[config.mk]
export PLATFORM = sky130hd
export DESIGN_NAME = game_ctrl
export DESIGN_NICKNAME = d
export VERILOG_FILES = /design/src/rtl/game_ctrl.sv
export SDC_FILE = /design/constraint.sdc
export NUM_CORES = 1
export LEC_CHECK = 0
export CORE_MARGIN = 4
export CORE_UTILIZATION = 31
export CTS_BUF_LIST = sky130_fd_sc_hd__clkbuf_16
export DETAILED_ROUTE_END_ITERATION = 10
export PLACE_DENSITY_LB_ADDON = 0.15
export SYNTH_ARGS = -nofsm -noshare
export SYNTH_HDL_FRONTEND = slang
export SYNTH_SLANG_ARGS = --single-unit
export TNS_END_PERCENT = 30
[constraint.sdc]
create_clock -name clk -period 3 [get_ports clk]
set_input_delay 0.45 -clock clk [delete_from_list [all_inputs] [get_ports clk]]
set_output_delay 0.45 -clock clk [all_outputs]
set_load 0.01 [all_outputs]
[src/rtl/game_ctrl.sv]
`default_nettype none
// ============================================================================
// Module   : game_ctrl
// Purpose  : Game sequencer: lives, invulnerability window, round reset and
//            game-over / game-clear flags for the shooting game.
// Revision : 1.0 - initial release
// ============================================================================
module game_ctrl #(
    parameter int INV_TICKS   = 150,
    parameter int BLINK_TICKS = 10,
    parameter int HOLD_TICKS  = 200
) (
    input  logic       clk,
    input  logic       switch,
    input  logic       tick,
    input  logic       start,
    input  logic       shot,
    input  logic [9:0] bosshp,
    output logic [2:0] life,
    output logic       playing,
    output logic       invuln,
    output logic       blink,
    output logic       gameover,
    output logic       gameclear,
    output logic       round_rst,
    output logic [2:0] state
);

    localparam logic [7:0] c_INV_LOAD   = 8'(INV_TICKS - 1);
    localparam logic [7:0] c_HOLD_LOAD  = 8'(HOLD_TICKS - 1);
    localparam logic [3:0] c_BLINK_LOAD = 4'(BLINK_TICKS - 1);

    typedef enum logic [2:0] {
        S_IDLE   = 3'd0,
        S_PLAY   = 3'd1,
        S_INVULN = 3'd2,
        S_OVER   = 3'd3,
        S_CLEAR  = 3'd4
    } state_t;

    state_t     r_state, w_state_nxt;
    logic [7:0] r_cnt, w_cnt_nxt;
    logic [3:0] r_bcnt, w_bcnt_nxt;
    logic [2:0] r_life, w_life_nxt;
    logic       r_blink, w_blink_nxt;
    logic       r_armed, w_armed_nxt;
    logic       w_round_rst_nxt;
    logic       r_start_q, r_shot_q;
    logic       r_playing, r_invuln, r_gameover, r_gameclear, r_round_rst;

    logic       w_start_e, w_shot_e, w_boss_dead;
    logic [2:0] w_life_shifted;

    assign w_start_e      = start & ~r_start_q;
    assign w_shot_e       = shot & ~r_shot_q;
    assign w_boss_dead    = (bosshp == 10'd0);
    assign w_life_shifted = {r_life[1:0], 1'b0};

    // State register; the _q registers reset high so held levels never fire.
    always_ff @(posedge clk or posedge switch) begin
        if (switch) begin
            r_state   <= S_IDLE;
            r_start_q <= 1'b1;
            r_shot_q  <= 1'b1;
        end else begin
            r_state   <= w_state_nxt;
            r_start_q <= start;
            r_shot_q  <= shot;
        end
    end

    always_comb begin
        w_state_nxt     = r_state;
        w_cnt_nxt       = r_cnt;
        w_bcnt_nxt      = r_bcnt;
        w_life_nxt      = r_life;
        w_blink_nxt     = r_blink;
        w_armed_nxt     = r_armed;
        w_round_rst_nxt = 1'b0;

        case (r_state)
            S_IDLE: begin
                w_life_nxt  = 3'b111;
                w_blink_nxt = 1'b1;
                w_cnt_nxt   = 8'd0;
                if (w_start_e) begin
                    w_state_nxt     = S_PLAY;
                    w_round_rst_nxt = 1'b1;
                    w_armed_nxt     = 1'b0;
                end
            end

            S_PLAY: begin
                if (r_armed && w_boss_dead) begin
                    w_state_nxt = S_CLEAR;
                    w_cnt_nxt   = c_HOLD_LOAD;
                end else if (w_shot_e) begin
                    // A coinciding tick is deliberately dropped here.
                    w_life_nxt = w_life_shifted;
                    if (w_life_shifted == 3'b000) begin
                        w_state_nxt = S_OVER;
                        w_cnt_nxt   = c_HOLD_LOAD;
                    end else begin
                        w_state_nxt = S_INVULN;
                        w_cnt_nxt   = c_INV_LOAD;
                        w_bcnt_nxt  = c_BLINK_LOAD;
                        w_blink_nxt = 1'b0;
                    end
                end else if (tick) begin
                    w_armed_nxt = 1'b1;
                end
            end

            S_INVULN: begin
                if (r_armed && w_boss_dead) begin
                    w_state_nxt = S_CLEAR;
                    w_cnt_nxt   = c_HOLD_LOAD;
                    w_blink_nxt = 1'b1;
                end else if (tick) begin
                    w_armed_nxt = 1'b1;
                    if (r_cnt == 8'd0) begin
                        w_state_nxt = S_PLAY;
                        w_blink_nxt = 1'b1;
                    end else begin
                        w_cnt_nxt = r_cnt - 8'd1;
                        if (r_bcnt == 4'd0) begin
                            w_blink_nxt = ~r_blink;
                            w_bcnt_nxt  = c_BLINK_LOAD;
                        end else begin
                            w_bcnt_nxt = r_bcnt - 4'd1;
                        end
                    end
                end
            end

            S_OVER, S_CLEAR: begin
                if (w_start_e && (r_cnt == 8'd0)) begin
                    w_state_nxt = S_IDLE;
                    w_life_nxt  = 3'b111;
                    w_blink_nxt = 1'b1;
                end else if (tick && (r_cnt != 8'd0)) begin
                    w_cnt_nxt = r_cnt - 8'd1;
                end
            end

            default: begin
                w_state_nxt = S_IDLE;
                w_life_nxt  = 3'b111;
                w_blink_nxt = 1'b1;
            end
        endcase
    end

    // Datapath and flags are registered from the next state so every output
    // changes on the same edge as the state register.
    always_ff @(posedge clk or posedge switch) begin
        if (switch) begin
            r_cnt       <= 8'd0;
            r_bcnt      <= 4'd0;
            r_life      <= 3'b111;
            r_blink     <= 1'b1;
            r_armed     <= 1'b0;
            r_round_rst <= 1'b0;
            r_playing   <= 1'b0;
            r_invuln    <= 1'b0;
            r_gameover  <= 1'b0;
            r_gameclear <= 1'b0;
        end else begin
            r_cnt       <= w_cnt_nxt;
            r_bcnt      <= w_bcnt_nxt;
            r_life      <= w_life_nxt;
            r_blink     <= w_blink_nxt;
            r_armed     <= w_armed_nxt;
            r_round_rst <= w_round_rst_nxt;
            r_playing   <= (w_state_nxt == S_PLAY) || (w_state_nxt == S_INVULN);
            r_invuln    <= (w_state_nxt == S_INVULN);
            r_gameover  <= (w_state_nxt == S_OVER);
            r_gameclear <= (w_state_nxt == S_CLEAR);
        end
    end

    assign life      = r_life;
    assign playing   = r_playing;
    assign invuln    = r_invuln;
    assign blink     = r_blink;
    assign gameover  = r_gameover;
    assign gameclear = r_gameclear;
    assign round_rst = r_round_rst;
    assign state     = r_state;

endmodule
`default_nettype wire

==> metrics.csv, run 1 <==
stage,metric,value,unit
run_status,status,"complete, no violations",
yosys,Mapped Cells,183,
floorplan,die area,0.00665,mm²
layout,fill count,533,
power_and_ir_drop,Clock power frac,23.2,%
clock_network,CTS-repair resized insts,0,
routing,Vias,1457,
clock_network,CTS Buffer Depth,2,
clock_network,worst-skew pair later-pin latency,0.27,ns
power_and_ir_drop,pwr/cell area,640,mW/mm²
sta,count of final setup violators,0,
routing,DRT iter0 DRCs,112,
sta,final setup margin,0.783,ns
yosys,Synth area leader,dfrtp_1,
yosys,"EDFF count, synth",0,
clock_network,CTS tree,yes,
setup_path,launch point of the worst path,bosshp[5],
floorplan,Initial Utilization,32.4,%
sta,RSZ-0062 raised after global routing,no,
placement,Placed Area,0.00205,mm²
floorplan,Cell Rows,26,
yosys,library cells used by synthesis,51,
setup_path,Critical Path Start Type,primary input,
sta,clk_skew,0.00594,ns
setup_path,crit path max fanout,8,
routing,WL final,4120,µm
global_route,GRT Util Overall,13.5,%
routing,Pre-antenna DRT Iters,4,
sta,worst hold slack,0.473,ns
layout,layout cells sized above 1,15.0,%
layout,post-route cell area,0.00213,mm²
power_and_ir_drop,P_leak,0.000858,µW
yosys,Synth Area per Inst,9.16,µm²
worst_hold_path,hold path depth,2,
setup_path,crit-path cells,clkdlybuf4s50_1 > nor4b_1 > and3_1 > nor3_1 > a211oi_1 > xnor2_1,
worst_hold_path,hold crit path type,flop to flop,
clock_network,H-tree Lvls,1,
placement,DP HPWL,3180,µm
routing,DRC,0,
floorplan,die width,81.5,µm
sta,Final min period,2.22,ns
flow_run,max cap viols,0,
placement,pre-CTS worst setup slack,0.533,ns
yosys,most frequent cell after synthesis,dfrtp_1,
setup_path,critical path endpoint category,flop,
yosys,register area share after synthesis,40.7,%
clock_network,postcts setup bufs,0,
sta,"Hold Vio Cnt, Final",0,
setup_path,Worst Path Arrival,2.41,ns
setup_path,Critical R2R Launch,r_cnt[2],
floorplan,Die H,81.5,µm
yosys,yosys warns,0,
global_route,first-pass GRT wire length,6800,µm
sta,Max Fclk,451,MHz
global_route,vias in the first global route,1378,
setup_path,Crit-path slowest cell,a211oi_1,
sta,Least-Margin Pin Slew,0.614,ns
routing,Avg WL per Cell,14.5,µm
yosys,"top cells by count, synth","21 x dfrtp_1, 19 x nor2_1, 15 x inv_1",
global_route,largest net degree at the start of global routing,28,
global_route,global route total overflow,0,
setup_path,flop2flop setup slack,0.80,ns
power_and_ir_drop,switch share,34.2,%
power_and_ir_drop,combinational share of power,34.1,%
clock_network,hold buffers post-CTS,0,
setup_path,worst reg2reg path endpoint,life[1],
sta,Final TNS setup,0,ns
power_and_ir_drop,Tot Pwr,1360,µW
layout,nets,234,
layout,antenna cells,0,
yosys,Synth Flop Type,dfrtp_1,
layout,area grow syn2layout,27.2,%
power_and_ir_drop,Switch Pwr,467,µW
routing,Via density,5.13,
sta,post-route clock period utilization,73.9,%
setup_path,CP Class,primary input to flop,
sta,slew margin rel.,58.9,%
placement,I/O Buffers,26,
placement,GPL Wtd Cong,0.787,
clock_network,CTS sink cnt,27,
yosys,synthesized area,0.00168,mm²
yosys,ranking of synthesized cells by area,"dfrtp_1 31%, dfstp_2 9.4%, nor2_1 4.3%",
power_and_ir_drop,VDD IR-drop max,269,µV
routing,ANT nets after route,0,
setup_path,R2R depth,6,
power_and_ir_drop,sequential share of power,42.7,%
clock_network,clk slew on worst S/H paths,0.07,ns
yosys,"Async S/R FF share, synth",100,%
clock_network,CTS Buf Count,3,
power_and_ir_drop,internal power,898,µW
clock_network,CTS Root Cell,clkbuf_16,
yosys,#FFs+latches synth,27,
floorplan,CORE AREA,0.00517,mm²
yosys,Yosys top cell area share,31.3,%
yosys,syn_nets,202,
floorplan,I/O pins,27,
sta,Final Max Slew Viols,0,
setup_path,WP data required,3.19,ns
setup_path,Worst setup endpoint,playing,
global_route,antenna violations before repair,0,
setup_path,"slowest stage delay, CP",0.47,ns
## per-layer routing
layer  track usage (%)  share of wire [%]  vias to the layer above
li1                  -                  -                      738
met1              18.7                 49                      674
met2              20.7                 44                       41
met3              2.85                5.8                        4
met4              5.07               0.99                        0
met5                 0                  0                        -
## area by class of cell
class                   count  area, µm²  area share (%)
multi-input cells         135        912            42.8
clock buffers               3       75.1            3.52
well taps                  70       87.6            4.11
inverters                  16       60.1            2.82
flip-flops and latches     27        683            32.0
clock inverters             1       8.76           0.411
repair buffers             32        305            14.3
## state kept, by name, indices dropped and copies added (netlist names)
| signal | flops |
|---|---|
| r_cnt | 8 |
| state | 3 |
| invuln | 1 |
| gameclear | 1 |
| r_shot_q | 1 |
| playing | 1 |
| gameover | 1 |
| life | 3 |
| round_rst | 1 |
| r_bcnt | 4 |
| blink | 1 |
| r_start_q | 1 |
| r_armed | 1 |
## power by group through the flow
stage	registers (µW)	logic (µW)	clock network, µW
CTS	582	471	327
finish	583	466	316
global placement	590	470	0
floorplan	575	309	0
detailed placement	589	469	0
global route	599	520	339
## cell usage in the layout, fill, tap and decap left out, types with 3 or more instances in the layout
| cell type | Yosys | routed |
|---|---|---|
| a211oi_1 | 3 | 3 |
| o22ai_1 | 7 | 7 |
| ha_1 | 4 | 4 |
| dfrtp_1 | 21 | 21 |
| nor4_1 | 4 | 4 |
| nor2_1 | 19 | 19 |
| clkbuf_16 | 0 | 3 |
| nor3_1 | 8 | 8 |
| a31oi_1 | 3 | 3 |
| buf_4 | 0 | 6 |
| inv_1 | 15 | 15 |
| o21ai_0 | 8 | 8 |
| nand2_1 | 10 | 10 |
| nand2b_1 | 8 | 8 |
| nand3_1 | 4 | 4 |
| a22o_1 | 3 | 3 |
| clkdlybuf4s50_1 | 0 | 26 |
| a21oi_1 | 12 | 12 |
| nor2b_1 | 3 | 3 |
| dfstp_2 | 6 | 6 |
## how the worst min path moves through the flow
stage                        from  endpoint  slack, ns
after floorplan              shot  r_shot_q       0.45
after global placement    life[2]   life[2]       0.46
after detailed placement  life[2]   life[2]       0.47
after CTS                 life[2]   life[2]       0.48
after global routing      life[2]   life[2]       0.50
final                     life[2]   life[2]       0.47
## kinds of logic (layout without fill, tap and decap cells)
group / after synthesis / in the layout / synth area share (%)
mux: 3 / 3 / 1.94
fa+ha+maj: 4 / 4 / 2.99
simple gates: 70 / 70 / 23.7
compound gates: 56 / 56 / 24.7
buf+inv: 21 / 52 / 4.85
flops: 27 / 27 / 40.7
xor+xnor: 2 / 2 / 1.04
## critical path: cells and delay by family
kind,cells,cell delay [ns]
AND/OR/NAND/NOR,3,0.90
AO/OA/AOI/OAI,1,0.47
buffers and inverters,1,0.41
XOR/XNOR,1,0.17
## per-stage QoR
stage          std cells  util [%]
3_3_place_gp         280      39.6
6_report             284      41.2
3_5_place_dp         280      39.6
5_1_grt              284      41.2
2_1_floorplan        183         -
4_1_cts              284      41.2
(Power assumes the default switching activity.)
==> inputs of run 2 (changes only) <==
clock period = 2.2 ns   (was 3 ns; I/O delays follow)
==> run 2 against run 1 <==
Effect of this change:
- cell count grew 6.7%
- clock skew shrank 0.0030 ns
- critical path type is now flop to flop
- register-to-register slack worse by 0.72 ns
- largest power group unchanged
- largest cell class unchanged
- design area up 6.7%
==> metrics.csv, run 2 (synthesized netlist as in run 1, its figures left out) <==
stage,metric,value,unit,change
setup_path,"slowest stage delay, CP",0.56,ns,+0.09 ns
placement,pre-CTS worst setup slack,-0.0865,ns,-0.619 ns
global_route,vias in the first global route,1623,,+18%
layout,area grow syn2layout,35.7,%,
run_status,status,"complete, no violations",,
routing,DRC,0,,unchanged
clock_network,CTS Root Cell,clkbuf_16,,
sta,count of final setup violators,0,,unchanged
setup_path,crit path max fanout,5,,-3
setup_path,WP data required,2.39,ns,-0.80 ns
layout,antenna cells,0,,unchanged
sta,"Hold Vio Cnt, Final",0,,unchanged
routing,Avg WL per Cell,14.4,µm,-0.63%
floorplan,Initial Utilization,32.4,%,unchanged
power_and_ir_drop,pwr/cell area,855,mW/mm²,+34%
setup_path,worst reg2reg path endpoint,playing,,
routing,Vias,1579,,+8.4%
setup_path,Worst Path Arrival,2.31,ns,-0.10 ns
clock_network,CTS Buf Count,3,,unchanged
clock_network,CTS sink cnt,27,,unchanged
setup_path,Critical R2R Launch,r_cnt[2],,
global_route,largest net degree at the start of global routing,28,,unchanged
placement,I/O Buffers,26,,unchanged
setup_path,Crit-path slowest cell,or4_4,,
sta,post-route clock period utilization,96.4,%,
layout,Largest regs,"r_cnt x8, r_bcnt x4",,
clock_network,CTS Buffer Depth,2,,unchanged
setup_path,crit-path cells,or3_4 > or4_4 > o32ai_2 > a211oi_1 > buf_4 > inv_2 > xnor2_1,,
layout,nets,253,,+8.1%
global_route,global route total overflow,0,,unchanged
floorplan,Cell Rows,26,,unchanged
layout,"non-filler cells, final",303,,+6.7%
sta,RSZ-0062 raised after global routing,no,,
clock_network,worst-skew pair later-pin latency,0.26,ns,about the same
setup_path,critical path endpoint category,flop,,
sta,clk_skew,0.00292,ns,-0.00302 ns
sta,Least-Margin Pin Slew,0.565,ns,-0.0492 ns
routing,Via density,5.21,,+1.6%
routing,WL final,4370,µm,+6.0%
floorplan,Die H,81.5,µm,unchanged
power_and_ir_drop,P_leak,0.000953,µW,+11%
routing,DRT iter0 DRCs,94,,-16%
clock_network,CTS tree,yes,,
layout,largest register by flop count,r_cnt,,
clock_network,clk slew on worst S/H paths,0.07,ns,about the same
placement,placed insts,299,,+6.8%
sta,Max Fclk,471,MHz,
worst_hold_path,hold crit path type,primary input to asynchronous set/reset pin,,
floorplan,die width,81.5,µm,unchanged
sta,slew margin rel.,61.9,%,+3.0 points
setup_path,Critical Path Start Type,flop,,
floorplan,die area,0.00665,mm²,unchanged
floorplan,I/O pins,27,,unchanged
flow_run,max cap viols,0,,unchanged
layout,layout cells sized above 1,22.3,%,+7.4 points
layout,most frequent cells in the layout,"26 x clkdlybuf4s50_1, 25 x buf_4, 20 x dfrtp_1",,
global_route,first-pass GRT wire length,7620,µm,+12%
floorplan,CORE AREA,0.00517,mm²,unchanged
global_route,GRT Util Overall,14.9,%,+1.3 points
layout,max reg flops,8,,unchanged
sta,final setup margin,0.0783,ns,-0.704 ns
clock_network,postcts setup bufs,0,,unchanged
power_and_ir_drop,VDD IR-drop max,351,µV,+31%
clock_network,H-tree Lvls,1,,unchanged
routing,ANT nets after route,0,,unchanged
setup_path,CP Class,flop to flop,,
placement,DP HPWL,3450,µm,+8.4%
layout,"most common cell after layout, fill and taps aside",clkdlybuf4s50_1,,
sta,Final min period,2.12,ns,
setup_path,R2R depth,7,,+1
placement,GPL Wtd Cong,0.849,,+7.8%
setup_path,flop2flop setup slack,0.08,ns,-0.72 ns
sta,Final Max Slew Viols,0,,unchanged
routing,Pre-antenna DRT Iters,4,,unchanged
global_route,antenna violations before repair,0,,unchanged
run 2: cell types whose count changed in the layout (fill, tap and decap cells not counted), sizes merged:
| cell | before | now |
|---|---|---|
| buf | 6 | 25 |
run 2: layout make-up:
class                      count  area (µm²)
clock buffer                   3        75.1
clock inverter                 1        8.76
fill                         521        2900
inverter                      16        60.1
multi-input combinational    135         912
sequential                    27         684
tap                           70        87.6
timing repair buffer          51         448
run 2: stage by stage:
| step | instance area, µm² | total power, µW | utilization (%) | TNS [ns] | hold slack (ns) |
|---|---|---|---|---|---|
| 6_report | 2280 | 1950 | 44.0 | 0 | 0.429 |
| 5_1_grt | 2280 | 2100 | 44.0 | 0 | 0.481 |
| 4_1_cts | 2270 | 1970 | 44.0 | 0 | 0.439 |
| 3_5_place_dp | 2190 | 1530 | 42.4 | -0.640 | 0.460 |
| 3_3_place_gp | 2190 | 1520 | 42.4 | -0.511 | 0.458 |
| 2_1_floorplan | 1680 | 1200 | - | 0 | 0.334 |
run 2: worst max-delay path by stage:
stage / slack, ns / to / startpoint / depth (start not counted)
6_report: 0.08 / playing / r_cnt[2] / 7
3_5_place_dp: -0.09 / r_cnt[5] / bosshp[2] / 7
5_1_grt: 0.008 / playing / bosshp[5] / 8
4_1_cts: 0.07 / playing / r_cnt[2] / 7
2_1_floorplan: 0.18 / r_cnt[0] / state[1] / 6
3_3_place_gp: -0.10 / playing / bosshp[5] / 8
run 2: repair_timing:
action | 4_1_cts | 5_1_grt
resized for setup | 0 | 1
endpoints found under the setup margin | 0 | 1
hold buffers | 0 | 0
run 2: critical path, delay by kind of cell (launching register included):
| kind | cells | cell delay (ns) |
|---|---|---|
| AOI/OAI and AO/OA | 2 | 0.36 |
| xor gates and xnor gates | 1 | 0.11 |
| buffers and inverters | 2 | 0.22 |
| DFF | 1 | 0.38 |
| and+or+nand+nor | 2 | 0.98 |
run 2: power by group:
group / switching, µW / internal, µW
logic: 360 / 387
registers: 115 / 652
clock network: 181 / 252
run 2: layer usage:
layer | global-route usage [%] | up-vias | part of all wire [%]
li1 | - | 777 | -
met1 | 19.4 | 758 | 48
met2 | 24.4 | 39 | 46
met3 | 2.41 | 5 | 4.4
met4 | 5.74 | 0 | 1.3
met5 | 0 | - | 0
==> inputs of run 3 (changes only) <==
==> constraint.sdc (replaced) <==
create_clock -name clk -period 2.2 [get_ports clk]
set_input_delay 0.44 -clock clk [delete_from_list [all_inputs] [get_ports clk]]
set_output_delay 0.44 -clock clk [all_outputs]
set_load 0.01 [all_outputs]
==> run 3 against run 2 <==
Effect of this change:
- die area is the same
- setup slack gained 0.013 ns
- sequential cell count is the same
- clock power grew 4%
- global-route usage shrank 0.12 points
- utilization grew 0.99 points
- critical endpoint unchanged
- largest cell class unchanged
==> metrics.csv, run 3 (synthesized netlist as in run 1, its figures left out) <==
stage,metric,value,unit,change
run_status,status,"complete, no violations",,
placement,pre-CTS worst setup slack,-0.216,ns,-0.130 ns
setup_path,Critical Path Start Type,primary input,,
setup_path,critical path endpoint category,flop,,
clock_network,CTS Root Cell,clkbuf_16,,
setup_path,flop2flop setup slack,0.13,ns,+0.05 ns
sta,Final TNS setup,0,ns,unchanged
layout,nets,256,,+1.2%
sta,worst hold slack,0.477,ns,+0.0478 ns
global_route,global route total overflow,0,,unchanged
sta,Final min period,2.11,ns,-0.0135 ns
routing,DRT iter0 DRCs,103,,+9.6%
routing,Vias,1560,,-1.2%
layout,most frequent cells in the layout,"28 x buf_4, 26 x clkdlybuf4s50_1, 21 x dfrtp_1",,
sta,"Hold Vio Cnt, Final",0,,unchanged
sta,clk_skew,0.00681,ns,+0.00389 ns
setup_path,CP Class,primary input to flop,,
layout,antenna cells,0,,unchanged
floorplan,Initial Utilization,32.4,%,unchanged
layout,"Core Util, Final",45.0,%,+0.99 points
layout,largest register by flop count,r_cnt,,
setup_path,worst reg2reg path endpoint,playing,,
power_and_ir_drop,Tot Pwr,1960,µW,+0.89%
setup_path,crit path max fanout,4,,-1
floorplan,CORE AREA,0.00517,mm²,unchanged
global_route,vias in the first global route,1585,,-2.3%
global_route,largest net degree at the start of global routing,28,,unchanged
layout,max reg flops,8,,unchanged
clock_network,CTS tree,yes,,
global_route,first-pass GRT wire length,7610,µm,-0.18%
routing,WL final,4360,µm,-0.23%
clock_network,H-tree Lvls,1,,unchanged
layout,area grow syn2layout,38.8,%,
placement,GPL Wtd Cong,0.871,,+2.6%
flow_run,max cap viols,0,,unchanged
clock_network,CTS Buf Count,3,,unchanged
setup_path,R2R depth,9,,+2
placement,I/O Buffers,26,,unchanged
sta,Max Fclk,474,MHz,+0.64%
clock_network,hold buffers post-CTS,0,,unchanged
clock_network,clk slew on worst S/H paths,0.08,ns,about the same
power_and_ir_drop,P_leak,0.000968,µW,+1.5%
global_route,GRT Util Overall,14.7,%,-0.12 points
sta,count of final setup violators,0,,unchanged
sta,post-route clock period utilization,95.8,%,-0.61 points
routing,Pre-antenna DRT Iters,4,,unchanged
routing,Via density,5.10,,-2.2%
setup_path,Critical R2R Launch,r_cnt[1],,
sta,RSZ-0062 raised after global routing,no,,
routing,DRC,0,,unchanged
floorplan,Cell Rows,26,,unchanged
clock_network,CTS Buffer Depth,2,,unchanged
sta,slew margin rel.,65.3,%,+3.4 points
routing,Avg WL per Cell,14.3,µm,-1.2%
layout,layout cells sized above 1,24.6,%,+2.3 points
setup_path,WP data required,2.40,ns,about the same
sta,Final Max Slew Viols,0,,unchanged
sta,final setup margin,0.0918,ns,+0.0135 ns
placement,DP HPWL,3360,µm,-2.6%
routing,ANT nets after route,0,,unchanged
power_and_ir_drop,pwr/cell area,844,mW/mm²,-1.3%
setup_path,Worst setup endpoint,playing,,
setup_path,Worst Path Arrival,2.30,ns,about the same
clock_network,CTS sink cnt,27,,unchanged
floorplan,die width,81.5,µm,unchanged
global_route,antenna violations before repair,0,,unchanged
layout,Largest regs,"r_cnt x8, r_bcnt x4",,
floorplan,Die H,81.5,µm,unchanged
floorplan,die area,0.00665,mm²,unchanged
floorplan,I/O pins,27,,unchanged
setup_path,launch point of the worst path,bosshp[5],,
worst_hold_path,hold crit path type,flop to flop,,
clock_network,worst-skew pair later-pin latency,0.27,ns,about the same
power_and_ir_drop,VDD IR-drop max,349,µV,-0.65%
layout,"most common cell after layout, fill and taps aside",buf_4,,
clock_network,postcts setup bufs,0,,unchanged
sta,Least-Margin Pin Slew,0.515,ns,-0.0502 ns
==> run 3: final cells by class <==
| cell class | instances | area (µm²) |
|---|---|---|
| clock inverter | 1 | 8.76 |
| multi-input combinational | 135 | 942 |
| fill | 517 | 2850 |
| inverter | 16 | 60.1 |
| timing repair buffer | 54 | 470 |
| clock buffer | 3 | 75.1 |
| tap | 70 | 87.6 |
| sequential | 27 | 683 |
==> run 3: worst min path at each step <==
stage                  from       end  slack, ns  cells past startpoint
CTS                 life[2]   life[2]       0.48                      2
floorplan              shot  r_shot_q       0.44                      0
detailed placement  life[2]   life[2]       0.47                      2
finish              life[2]   life[2]       0.48                      2
global placement    life[2]   life[2]       0.46                      2
global route        life[2]   life[2]       0.51                      2
==> run 3: timing repair <==
item / 4_1_cts / 5_1_grt
resized for setup: 0 / 5
endpoints found under the hold margin: 0 / 0
endpoints found under the setup margin: 0 / 7
==> run 3: per-layer routing <==
| layer | up-vias | share of wire (%) | GRT usage (%) |
|---|---|---|---|
| met5 | - | 0 | 0 |
| met4 | 0 | 0.55 | 3.89 |
| met3 | 2 | 4.0 | 2.74 |
| met2 | 37 | 46 | 23.5 |
| met1 | 741 | 49 | 20.4 |
| li1 | 780 | - | - |
==> run 3: worst max-delay path, stage by stage <==
cell and delay, ns:
clkdlybuf4s50_1 0.44, nor4b_1 0.40, and3_2 0.31, buf_4 0.13, nor3_1 0.04, a211oi_1 0.25
buf_4 0.18, xnor2_1 0.11
==> run 3: stage by stage <==
stage | cells | cell area, µm²
2_1_floorplan | 183 | 1680
3_3_place_gp | 302 | 2210
3_5_place_dp | 302 | 2210
4_1_cts | 306 | 2300
5_1_grt | 306 | 2330
6_report | 306 | 2330
==> run 3: power by group <==
part | total (µW) | switching, µW | internal, µW
clock network | 449 | 196 | 252
logic | 748 | 358 | 390
registers | 766 | 116 | 651
